==> src/rtl/wide_add_sequencer.sv <==
// Word-serial wide adder: sequences one 32-bit CarrySelect adder across WORDS words, LSW first.
// Define WIDE_ADD_SUB_EN to add the op input (1 = subtract, a - b).

module CarrySelect (
    input  logic [31:0] A,
    input  logic [31:0] B,
    input  logic        Cin,
    output logic [31:0] Sum,
    output logic        Cout
);
    logic [16:0] lo;
    logic [16:0] hi0;
    logic [16:0] hi1;

    // Both upper-half results are precomputed; the lower-half carry picks one.
    assign lo  = {1'b0, A[15:0]} + {1'b0, B[15:0]} + {16'b0, Cin};
    assign hi0 = {1'b0, A[31:16]} + {1'b0, B[31:16]};
    assign hi1 = {1'b0, A[31:16]} + {1'b0, B[31:16]} + 17'd1;

    assign Sum  = {(lo[16] ? hi1[15:0] : hi0[15:0]), lo[15:0]};
    assign Cout = lo[16] ? hi1[16] : hi0[16];
endmodule

module wide_add_sequencer #(
    parameter int WORDS = 4
) (
    input  logic                clk,
    input  logic                rst_n,
    input  logic                start,
    input  logic [32*WORDS-1:0] a,
    input  logic [32*WORDS-1:0] b,
    input  logic                cin,
`ifdef WIDE_ADD_SUB_EN
    input  logic                op,
`endif
    output logic                busy,
    output logic                done,
    output logic [32*WORDS-1:0] sum,
    output logic                cout,
    output logic                ovf
);
    localparam int IW = $clog2(WORDS);
    localparam logic [IW-1:0] LAST = IW'(WORDS - 1);

    typedef enum logic [1:0] {IDLE, RUN, DONE} state_t;

    state_t state;
    state_t next_state;

    logic [WORDS-1:0][31:0] a_q;
    logic [WORDS-1:0][31:0] b_q;
    logic [WORDS-1:0][31:0] sum_q;
    logic [IW-1:0]          idx;
    logic                   carry;

    logic                   accept;
    logic                   last_word;
    logic [32*WORDS-1:0]    b_eff;
    logic                   carry_init;
    logic [31:0]            add_sum;
    logic                   add_cout;

    assign accept    = start && (state != RUN);
    assign last_word = (idx == LAST);

`ifdef WIDE_ADD_SUB_EN
    // Subtraction is a + ~b + 1; cin is ignored when op is set.
    assign b_eff      = op ? ~b : b;
    assign carry_init = op ? 1'b1 : cin;
`else
    assign b_eff      = b;
    assign carry_init = cin;
`endif

    CarrySelect u_adder (
        .A    (a_q[idx]),
        .B    (b_q[idx]),
        .Cin  (carry),
        .Sum  (add_sum),
        .Cout (add_cout)
    );

    always_ff @(posedge clk) begin
        if (!rst_n) begin
            state <= IDLE;
        end else begin
            state <= next_state;
        end
    end

    always_comb begin
        next_state = state;
        case (state)
            IDLE:    if (start) next_state = RUN;
            RUN:     if (last_word) next_state = DONE;
            DONE:    next_state = start ? RUN : IDLE;
            default: next_state = IDLE;
        endcase
    end

    always_comb begin
        busy = (state == RUN);
        done = (state == DONE);
    end

    // Operand capture, word-serial accumulation and final flag capture.
    always_ff @(posedge clk) begin
        if (!rst_n) begin
            a_q   <= '0;
            b_q   <= '0;
            sum_q <= '0;
            idx   <= '0;
            carry <= 1'b0;
            cout  <= 1'b0;
            ovf   <= 1'b0;
        end else if (accept) begin
            a_q   <= a;
            b_q   <= b_eff;
            idx   <= '0;
            carry <= carry_init;
        end else if (state == RUN) begin
            sum_q[idx] <= add_sum;
            carry      <= add_cout;
            if (last_word) begin
                cout <= add_cout;
                ovf  <= (a_q[WORDS-1][31] == b_q[WORDS-1][31]) &&
                        (add_sum[31] != a_q[WORDS-1][31]);
            end else begin
                idx <= idx + 1'b1;
            end
        end
    end

    assign sum = sum_q;
endmodule

==> config.mk <==
export PLATFORM = sky130hd
export DESIGN_NAME = wide_add_sequencer
export DESIGN_NICKNAME = d
export VERILOG_FILES = /design/src/rtl/wide_add_sequencer.sv
export SDC_FILE = /design/constraint.sdc
export NUM_CORES = 1
export LEC_CHECK = 0
export BUFFER_PORTS_ARGS = -buffer_cell sky130_fd_sc_hd__buf_2
export CELL_PAD_IN_SITES_DETAIL_PLACEMENT = 1
export CELL_PAD_IN_SITES_GLOBAL_PLACEMENT = 1
export CORE_ASPECT_RATIO = 1.4
export CORE_UTILIZATION = 25
export DETAILED_ROUTE_END_ITERATION = 6
export PLACE_DENSITY_LB_ADDON = 0.1
export SETUP_SLACK_MARGIN = 0.02
export SLEW_MARGIN = 25
export SYNTH_ARGS = -nofsm -noshare
export SYNTH_HDL_FRONTEND = slang
export SYNTH_SLANG_ARGS = --single-unit
==> constraint.sdc <==
create_clock -name clk -period 9.8 [get_ports clk]
set_clock_uncertainty 0.05 [all_clocks]
set_input_delay 0.49 -clock clk [delete_from_list [all_inputs] [get_ports clk]]
set_output_delay 0.49 -clock clk [all_outputs]
set_load 0.01 [all_outputs]
Word-level counts from Yosys, hierarchy flattened
Cells that the tools add are included.

word-level totals
  output and inout port bits = 132
  register bits = 391
  word-level logic and storage cells = 60

operators by class
  $lt $le $gt $ge = 2
  $add $sub $neg = 5
  bitwise operators = 3
  reduce and logical (&&, ||, !) cells = 10
  mux-type cells = 15
  eq/ne operators = 8

operators by type and width
  operator                                                                              count
  32-bit binary-select mux with 2-bit select                                            2
  128-bit bitwise mux                                                                   1
  32-bit 2-to-1 mux                                                                     3
  32-bit demux with 2-bit select                                                        1
  16-bit by 16-bit adder with 17-bit output                                             2
  17-bit by 1-bit adder with 17-bit output                                              1
  17-bit by 1-bit adder with 17-bit output (second input constant)                      1
  16-bit 2-to-1 mux                                                                     1
  2-bit one-hot mux with 3 select lines                                                 1
  2-bit AND reduction                                                                   3
  2-bit == test (second input constant)                                                 2
  1-bit 2-to-1 mux                                                                      4
  2-bit 2-to-1 mux                                                                      2
  2-bit by 1-bit != test with 1-bit output (second input constant)                      2
  1-bit logical AND                                                                     3
  2-bit by 3-bit less-than comparator with 1-bit output (second input constant)         1
  1-bit inverter                                                                        3
  3-bit AND reduction                                                                   1
  2-bit by 1-bit adder with 2-bit output (second input constant)                        1
  2-bit by 1-bit == test with 1-bit output (second input constant)                      1
  2-bit by 1-bit greater-or-equal comparator with 1-bit output (second input constant)  1
  2-bit logical NOT                                                                     1
  2-bit != test (second input constant)                                                 1
  2-bit nonzero test                                                                    1
  other kinds (3)                                                                       3

Logic depth before layout (Yosys ltp)
Gate-level depths: netlist of the first run.

  word-level depth = 7
  gate-level depth with buffers = 16

Hierarchy
A second synthesis of the first run with hierarchy kept.

second synthesis, totals
  cells, all modules = 2082
  area total of the unflattened synthesis = 17929.7 um^2

by module, submodules not included
  module              area an instance (um^2)  cells each  times used
  wide_add_sequencer  16170.5                  1849        1
  CarrySelect         1759.2                   233         1

Least setup slack after synthesis of the first run
Ideal clock, no wire load.

  kind = reg2reg
  from = reg idx[1]
  to = reg ovf
  clock period less this slack = 4976 ps
  setup slack = 4824 ps
  arrival time = 4851 ps
  buffers on the path = 2
  cell stages (with the launch flop) = 14
  required time = 9676 ps
  cells stage by stage = dfxtp_1 > buf_1 > buf_1 > mux4_2 > ha_1 > a211oi_1 > o21ai_1 > o2111a_1 > o21a_1 > or3b_2 > or4_1 > or3_1 > a211o_1 > a31oi_1

on the way
  longest elaborated chain between the ends = 7
  elaborated cells between the ends (all ways) = 13
  those cells by class = 4 x add/sub; 2 x eq/ne; 5 x mux; 2 x reduce/logical

ends and longest elaborated chain
  item                                                                  line        RTL
  from (decl)                                                           53          logic [IW-1:0] idx;
  from (signal assigned)                                                129         idx <= idx + 1'b1;
  32-bit binary-select mux with 2-bit select, on equally long branches  76, 77
  32-bit 2-to-1 mux, on equally long branches                           76, 77
  16-bit by 16-bit adder with 17-bit output, on equally long branches   17, 18, 16
  17-bit by 1-bit adder with 17-bit output, on equally long branches    18, 16
  16-bit 2-to-1 mux                                                     20          assign Sum = {(lo[16] ? hi1[15:0] : hi0[15:0]), lo[15:0]};
  1-bit != test                                                         127         (add_sum[31] != a_q[WORDS-1][31]);
  1-bit logical AND                                                     126         ovf <= (a_q[WORDS-1][31] == b_q[WORDS-1][31]) &&
  to (signal assigned)                                                  126
  to (decl)                                                             40          output logic ovf

Parallel ways exist; a longest one is shown, timed or not. The select of a mux whose other input is x is not followed.
A chain may end at the register's enable or synchronous reset.

Worst setup path after layout of the first run
  from = reg idx[0]
  to = reg ovf

The elaborated chain is that of the path after synthesis.

==> out/metrics.yaml, run 1 <==
run_status:
  status: "completed"
sta:
  slew_viol_final: 0
  fmax_ghz: 0.177
  hold_viol: 0
  relSlewSlack_pct: 31.4
  fin_tns_setup_ns: 0
  fin_crit_sh_pct: 57.8
  worst_slew_pin_slew_ns: 1.03
  setup_viol: 0
  min_period_ns: 5.66
  rsz0062_at_grt: "no"
clock_tree:
  cts_buffers: 44
  clk_pin_slew_ns: 0.06
  cts.sinks: 391
  root_buffer: "clkbuf_16"
  postCtsSetupRepairBufs: 0
  cts-htree-levels: 2
  clock_latency_ns: 0.58
  hold_buffers: 0
  ctsLongestPathBuffers: 3
  cts_tree: "done"
  cts_resized: 0
place:
  gp_congestion: 0.807
  dp_hpwl_mm: 48.0
  place_inst: 3130
  port_buffers: 391
setup_path:
  slowest_delay_ns: 0.84
  cp.buffers_inverters: 1
  crit_path_frequent_cell: "a211o_1"
  endpoint_kind: "register"
  rrSetupSlack_ns: 4.14
  slowest_stage: "dfxtp_4"
  crit_chain: "buf_4 -> mux4_2 -> ha_1 -> fa_1 -> a211o_1 -> a2111o_1 -> o311ai_2 -> and4_4 -> o2111ai_4 -> or4_1 -> or3_1 -> a211o_1 -> a31oi_1"
  cp.arrival_ns: 6.10
  critPathLaunchType: "register"
  cp.required_ns: 10.24
  worstSetupPathType: "register to register"
  path_delay_family: "compound AO/OA/AOI/OAI gates"
  path_max_fanout: 39
logic_synthesis:
  syn_avg_cell_area_um2: 8.37
  ys_ff_latch: 391
  yosys.cell_count.top_type: "nand2_1"
  synth_common_cells: "639 x nand2_1, 391 x dfxtp_1, 348 x a21oi_1"
  yosysWarnings: 0
  ys_top_cells_by_area: "dfxtp_1 46%, nand2_1 14%, a21oi_1 10%"
  yosysSeqAreaShare_pct: 46.3
  synth-edff-count: 0
  yosysTopAreaCellShare_pct: 46.3
  async_reset_ff_share_pct: 0
  syn-num-nets: 2318
  synth_cell_types: 67
  yosysTopAreaCell: "dfxtp_1"
  synthFlopType: "dfxtp_1"
  synth_area_mm2: 0.0169
  syn_inst: 2019
power:
  power_mw: 3.96
  p_per_area_mw_per_mm2: 189
  leakage_nw: 8.45
  ir_drop_mv: 0.104
detailed_routing:
  vias_per_cell: 4.76
  wirelength_mm: 65.5
  vias: 15300
  drc_errors: 0
  first_pass_iters: 5
  wl_per_cell_um: 20.4
  drtIter0Drc: 659
  final_antenna_net_count: 0
global_routing:
  grt_pass1_vias: 15700
  antenna_found_initial: 8
  grt_pass1_wl_mm: 97.6
  grt_max_degree: 129
  grt_usage_pct: 18.6
  overflow: 0
floorplan:
  fp.dieH_um: 310
  start_util_pct: 25.3
  ios: 392
  core_mm2: 0.0667
  die_area_mm2: 0.0687
  die_w_um: 222
  num_rows: 112
final_layout:
  fin_cells: 3210
  fillers: 7973
  drive_gt1_share_pct: 24.1
  final_util_pct: 31.4
  finalNetCount: 2620
  syn_to_final_growth_pct: 24.1
hold_path:
  hold_class: "input pin to register"
flow_run:
  maxCapViolCount: 0
==> power breakdown <==
part | switching, mW | leakage (nW) | internal, mW
clock network | 0.700 | 0.736 | 1.00
logic | 0.338 | 4.51 | 0.196
registers | 0.0519 | 3.20 | 1.67
==> worst paths after layout <==
kind	startpoint	to	depth (start not counted)
max	idx[0]	ovf	13
min	b[24]	b_q[24]	3
max reg2reg	idx[0]	ovf	13
min reg2reg	sum[107]	sum[107]	2
==> state kept, by name, indices dropped and copies added (netlist names) <==
signal  cells
state       2
ovf         1
a_q       128
sum       128
b_q       128
cout        1
carry       1
idx         2
==> kinds of logic (layout without fill, tap and decap cells) <==
family | after synthesis | in the layout | share of synthesized area, %
AND/OR/NAND/NOR | 816 | 816 | 19.2
multiplexers | 70 | 70 | 8.91
XOR/XNOR | 33 | 33 | 1.71
AO/OA/AOI/OAI | 504 | 504 | 17.1
adder cells (fa/ha/maj) | 39 | 39 | 3.02
buffers and inverters | 166 | 499 | 3.81
other | 0 | 3 | 0
flip-flops | 391 | 391 | 46.3
==> routing by layer <==
metal / routed length [um] / global-route usage, %
met2: 30500 / 30.6
met5: 41 / 0
met1: 30700 / 25.0
met3: 2700 / 3.14
met4: 1520 / 5.09
==> per-stage QoR <==
| stage | cell area, um^2 | worst slack, ns | hold WS [ns] |
|---|---|---|---|
| 3_3_place_gp | 19500 | 4.07 | 0.391 |
| 6_report | 21000 | 4.14 | 0.0944 |
| 4_1_cts | 21000 | 4.04 | 0.0587 |
| 3_5_place_dp | 19500 | 4.07 | 0.396 |
| 2_1_floorplan | 16900 | 4.82 | 0.383 |
| 5_1_grt | 21000 | 3.88 | 0.0782 |
==> cell type report <==
class | count | area (um^2) | area share, %
clock buffer | 60 | 1290 | 6.17
clock inverter | 17 | 171 | 0.817
multi-input combinational | 1462 | 8460 | 40.3
sequential | 391 | 7840 | 37.4
antenna | 3 | 7.51 | 0.0358
tap | 855 | 1070 | 5.10
timing repair buffer | 404 | 2060 | 9.83
inverter | 18 | 75.1 | 0.358
==> layout by cell type, fill, tap and decap left out, types with 7 or more instances in the layout <==
cell	n
a211oi_1	57
a21oi_1	348
and2_1	10
buf_2	391
buf_4	11
clkbuf_16	46
clkbuf_8	9
clkinv_2	11
dfxtp_1	389
ha_1	36
inv_1	17
mux4_2	64
nand2_1	637
nand2b_1	9
nand3_1	11
nor2_1	102
nor2b_1	7
nor3_1	11
o21a_1	12
o21ai_0	36
xnor2_1	20
xor2_1	13
==> worst reg2reg max path, cell delays in order, from the launching register on <==
cell and delay [ns]:
dfxtp_4 0.84, buf_4 0.60, mux4_2 0.62, ha_1 0.28
fa_1 0.44, a211o_1 0.36, a2111o_1 0.40, o311ai_2 0.13
and4_4 0.34, o2111ai_4 0.18, or4_1 0.54, or3_1 0.36
a211o_1 0.31, a31oi_1 0.15
Power figures use the tool's default switching activity.
==> run 2, diff against run 1 <==
clock period = 4.9 ns   (was 9.8 ns; I/O delays follow)
==> run 2 against run 1 <==
Effect of this change: final cell count rose by 8.8%; combinational power rose by 150%; flip-flop and latch count did not move; total power rose by 110%; register-to-register slack got worse by 3.9 ns; highest routed layer unchanged.
==> out/metrics.yaml, run 2 (same netlist as run 1, synthesis figures left out) <==
run_status:
  status: "completed"
sta:
  holdWs_ns: 0.111
  min_period_ns: 4.66
  slew_viol_final: 0
  fin_tns_setup_ns: 0
  fin_crit_sh_pct: 95.1
  rsz0062_at_grt: "no"
  relSlewSlack_pct: 33.1
  worst_slew_pin_slew_ns: 1.00
  setup_viol: 0
  hold_viol: 0
  fmax_ghz: 0.215
floorplan:
  core_mm2: 0.0667
  ios: 392
  fp.dieH_um: 310
  die_area_mm2: 0.0687
  start_util_pct: 25.3
  num_rows: 112
  die_w_um: 222
final_layout:
  fillers: 7871
  final_cell_mix: "637 x nand2_1, 391 x buf_2, 389 x dfxtp_1"
  syn_to_final_growth_pct: 41.8
  antenna_cells: 0
  final_common_cell: "nand2_1"
  finalNetCount: 2904
  drive_gt1_share_pct: 22.6
clock_tree:
  cts-htree-levels: 2
  root_buffer: "clkbuf_16"
  cts.sinks: 391
  cts_tree: "done"
  clk_pin_slew_ns: 0.06
  ctsLongestPathBuffers: 3
  cts_buffers: 44
  clock_latency_ns: 0.58
setup_path:
  crit_path_frequent_cell: "a211o_1"
  worstSetupPathType: "register to register"
  path_max_fanout: 11
  endpoint_kind: "register"
  slowest_delay_ns: 0.57
  critPathLaunchType: "register"
  crit_chain: "buf_6 -> mux4_2 -> fa_1 -> a211o_1 -> a2111o_1 -> o311ai_2 -> and4_4 -> o2111ai_4 -> or4_1 -> or3_1 -> a211o_1 -> a31oi_1"
  cp.required_ns: 5.34
  slowest_stage: "mux4_2"
  rrSetupSlack_ns: 0.24
  cp.arrival_ns: 5.10
detailed_routing:
  drtIter0Drc: 775
  final_antenna_net_count: 0
  wl_met1_mm: 32.1
  wirelength_mm: 70.3
  wl_met2_mm: 32.8
  vias_per_cell: 4.73
  wl_per_cell_um: 20.1
  drc_errors: 0
  wl_met3_mm: 2.69
  vias: 16500
  top_layer_used: "met5"
  first_pass_iters: 5
hold_path:
  hold_class: "input pin to register"
place:
  dp_hpwl_mm: 50.1
  port_buffers: 391
  gp_congestion: 0.827
global_routing:
  antenna_found_initial: 2
  overflow: 0
  grt_max_degree: 143
  grt_pass1_vias: 17400
  grt_usage_pct: 20.1
  grt_pass1_wl_mm: 105
power:
  p_per_area_mw_per_mm2: 349
  ir_drop_mv: 0.195
  leakage_nw: 9.73
flow_run:
  maxCapViolCount: 0
==> run 2: worst max-delay path, delay by kind of cell, from the launching register on <==
family	cells	cell delay, ns
flip-flops	1	0.46
buffers and inverters	1	0.23
multiplexers	1	0.57
AND/OR/NAND/NOR	3	1.23
AO/OA/AOI/OAI	6	1.52
adder cells (fa/ha/maj)	1	0.50
==> run 2: area by class of cell <==
cell class / instances / area (um^2) / area share, %
clock buffer: 66 / 1370 / 5.70
timing repair buffer: 688 / 4920 / 20.5
multi-input combinational: 1462 / 8470 / 35.4
sequential: 391 / 7840 / 32.7
inverter: 18 / 75.1 / 0.313
clock inverter: 12 / 226 / 0.945
tap: 855 / 1070 / 4.46
==> run 2: power breakdown <==
part	internal (mW)	switching, mW	leakage, nW	total [mW]
sequential	3.34	0.0949	3.20	3.44
clock	2.24	1.39	0.778	3.63
combinational	0.557	0.751	5.75	1.31
total	6.13	2.24	9.73	8.37
==> run 2: metal layers <==
metal / GRT usage, % / vias to the layer above
met2: 33.4 / 380
met4: 8.22 / 2
met1: 25.9 / 7960
met3: 3.00 / 109
li1: - / 8050
met5: 0 / -
==> run 2: path summary, 6_finish.rpt <==
| kind | from | end | depth (start not counted) |
|---|---|---|---|
| worst max-delay path | idx[0] | ovf | 12 |
| worst max register to register | idx[0] | ovf | 12 |
| worst min register to register | sum[107] | sum[107] | 2 |
| worst min-delay path | cin | carry | 5 |
==> run 2: repair_timing <==
action                                 in CTS  in global routing
endpoints found under the hold margin     257                  0
setup endpoints to repair                   0                 18
gates resized for setup                     0                  5
setup buffers                               0                  2
hold buffers                              257                  0
==> run 2: stage by stage <==
step                      setup WS (ns)  std cells  utilization, %  instance area, um^2  power [mW]
after floorplan                  0.0738       2019               -                16900        4.14
after global placement            0.148       3155            29.6                19800        4.64
after detailed placement         0.0963       3155            29.6                19800        4.66
after CTS                        0.0474       3490            35.9                23900        8.50
after global routing             0.0463       3492            35.9                24000        8.74
final                             0.243       3492            35.9                24000        8.37
==> run 3, diff against run 2 <==
CELL_PAD_IN_SITES_DETAIL_PLACEMENT = unset   (was 1)
CELL_PAD_IN_SITES_GLOBAL_PLACEMENT = unset   (was 1)
PLACE_DENSITY_LB_ADDON = unset   (was 0.1)
SKIP_CTS_REPAIR_TIMING = 1   (was unset)
==> run 3 against run 2 <==
Effect of this change: total power shrank 1.1%; first-iteration DRC count grew 43%; final cell count is essentially flat.
==> out/metrics.yaml, run 3 (same netlist as run 1, synthesis figures left out) <==
global_routing:
  antenna_found_initial: 7
  grt_most_used_layer: "met2"
  grt_util_met1_pct: 23.5
  grt_max_degree: 166
  grt_usage_pct: 17.2
  grt_pass1_wl_mm: 89.7
  grt_pass1_vias: 14200
  grt_use_met2_pct: 27.6
  grt.met3_usage_pct: 2.85
  overflow: 0
flow_run:
  maxCapViolCount: 0
power:
  p_per_area_mw_per_mm2: 346
  leakage_nw: 9.67
  ir_drop_mv: 0.221
  power_mw: 8.28
clock_tree:
  root_buffer: "clkbuf_16"
  cts-htree-levels: 2
  clock_latency_ns: 0.58
  cts_tree: "done"
  cts_buffers: 42
  ctsLongestPathBuffers: 3
  cts.sinks: 391
  clk_pin_slew_ns: 0.07
sta:
  fmax_ghz: 0.214
  min_period_ns: 4.68
  hold_viol: 0
  relSlewSlack_pct: 30.7
  holdWs_ns: 0.0745
  setup_viol: 0
  rsz0062_at_grt: "yes"
  worst_slew_pin_slew_ns: 1.04
  fin_tns_setup_ns: 0
  slew_viol_final: 0
  fin_crit_sh_pct: 95.4
final_layout:
  stdcell_area_mm2: 0.0239
  syn_to_final_growth_pct: 41.4
  final_common_cell: "nand2_1"
  drive_gt1_share_pct: 22.3
  final_cell_mix: "637 x nand2_1, 391 x buf_2, 389 x dfxtp_1"
  finalNetCount: 2897
setup_path:
  path_max_fanout: 26
  slowest_delay_ns: 0.56
  endpoint_kind: "register"
  slowest_stage: "mux4_2"
  rr_worst_depth: 12
  worstReg2RegStart: "idx[1]"
  critPathLaunchType: "register"
  cp.required_ns: 5.34
  crit_path_frequent_cell: "a211o_1"
  crit_chain: "buf_12 -> mux4_2 -> fa_1 -> a211o_1 -> a21bo_1 -> a2111oi_1 -> o311a_1 -> o2111ai_4 -> or4_1 -> or3_1 -> a211o_1 -> a31oi_1"
  rrSetupSlack_ns: 0.22
  r2r-end: "ovf"
  cp.arrival_ns: 5.12
  worstSetupPathType: "register to register"
run_status:
  status: "completed"
place:
  placed_cell_area_mm2: 0.0198
  gp_congestion: 0.858
  dp_hpwl_mm: 45.4
  port_buffers: 391
floorplan:
  core_mm2: 0.0667
  start_util_pct: 25.3
  ios: 392
  fp.dieH_um: 310
  die_area_mm2: 0.0687
  num_rows: 112
  die_w_um: 222
detailed_routing:
  vias: 16500
  drtIter0Drc: 1107
  vias_per_cell: 4.72
  wl_per_cell_um: 18.5
  wirelength_mm: 64.6
  final_antenna_net_count: 0
  drc_errors: 0
  first_pass_iters: 5
hold_path:
  hold_path_depth: 3
  hold_start: "start"
  hold_class: "input pin to register"
  hold_end: "state[0]"
-- run 3: cell types whose count changed in the layout (fill, tap and decap cells not counted), moves of 3 or more --
cell,before,now
diode_2,0,6
clkbuf_16,46,43
clkbuf_8,14,9
buf_4,32,27
-- run 3: metal layers --
| layer | share of wire [%] | vias to the layer above | wire, um |
|---|---|---|---|
| met1 | 45 | 7716 | 29300 |
| met5 | 0.033 | - | 21 |
| li1 | - | 8050 | - |
| met2 | 46 | 577 | 29900 |
| met4 | 3.1 | 4 | 1970 |
| met3 | 5.3 | 126 | 3420 |
-- run 3: worst max path at each step --
stage	start	end	slack [ns]	cells after the start
floorplan	idx[0]	ovf	0.07	14
global placement	idx[0]	ovf	0.05	14
detailed placement	idx[0]	sum[22]	0.18	14
CTS	idx[0]	sum[22]	0.13	14
global route	idx[0]	sum[22]	0.005	14
finish	idx[1]	ovf	0.22	12
-- run 3: power breakdown --
| part | internal [mW] | switching [mW] | leakage (nW) |
|---|---|---|---|
| registers | 3.34 | 0.0967 | 3.20 |
| clock network | 2.17 | 1.38 | 0.746 |
| logic | 0.561 | 0.737 | 5.73 |
| total | 6.07 | 2.21 | 9.67 |
-- run 3: final cells by class --
type / instances / area, um^2
fill: 6803 / 42800
multi-input combinational: 1462 / 8470
sequential: 391 / 7840
timing repair buffer: 683 / 4910
clock buffer: 59 / 1230
tap: 855 / 1070
clock inverter: 15 / 300
inverter: 18 / 75.1
antenna: 6 / 15.0
-- run 3: worst max-delay path, delay by kind of cell, from the launching register on --
family	cells	cell delay [ns]
AO/OA/AOI/OAI	7	1.85
AND/OR/NAND/NOR	2	0.90
multiplexers	1	0.56
adder cells (fa/ha/maj)	1	0.47
buffers and inverters	1	0.26
flip-flops	1	0.49
-- run 3: stage by stage --
stage	cells	utilization, %	worst slack (ns)
after floorplan	2019	-	0.0738
final	3489	35.8	0.223
after global placement	3152	29.6	0.0539
after global routing	3487	35.8	0.00509
after CTS	3226	31.9	0.133
after detailed placement	3152	29.6	0.176
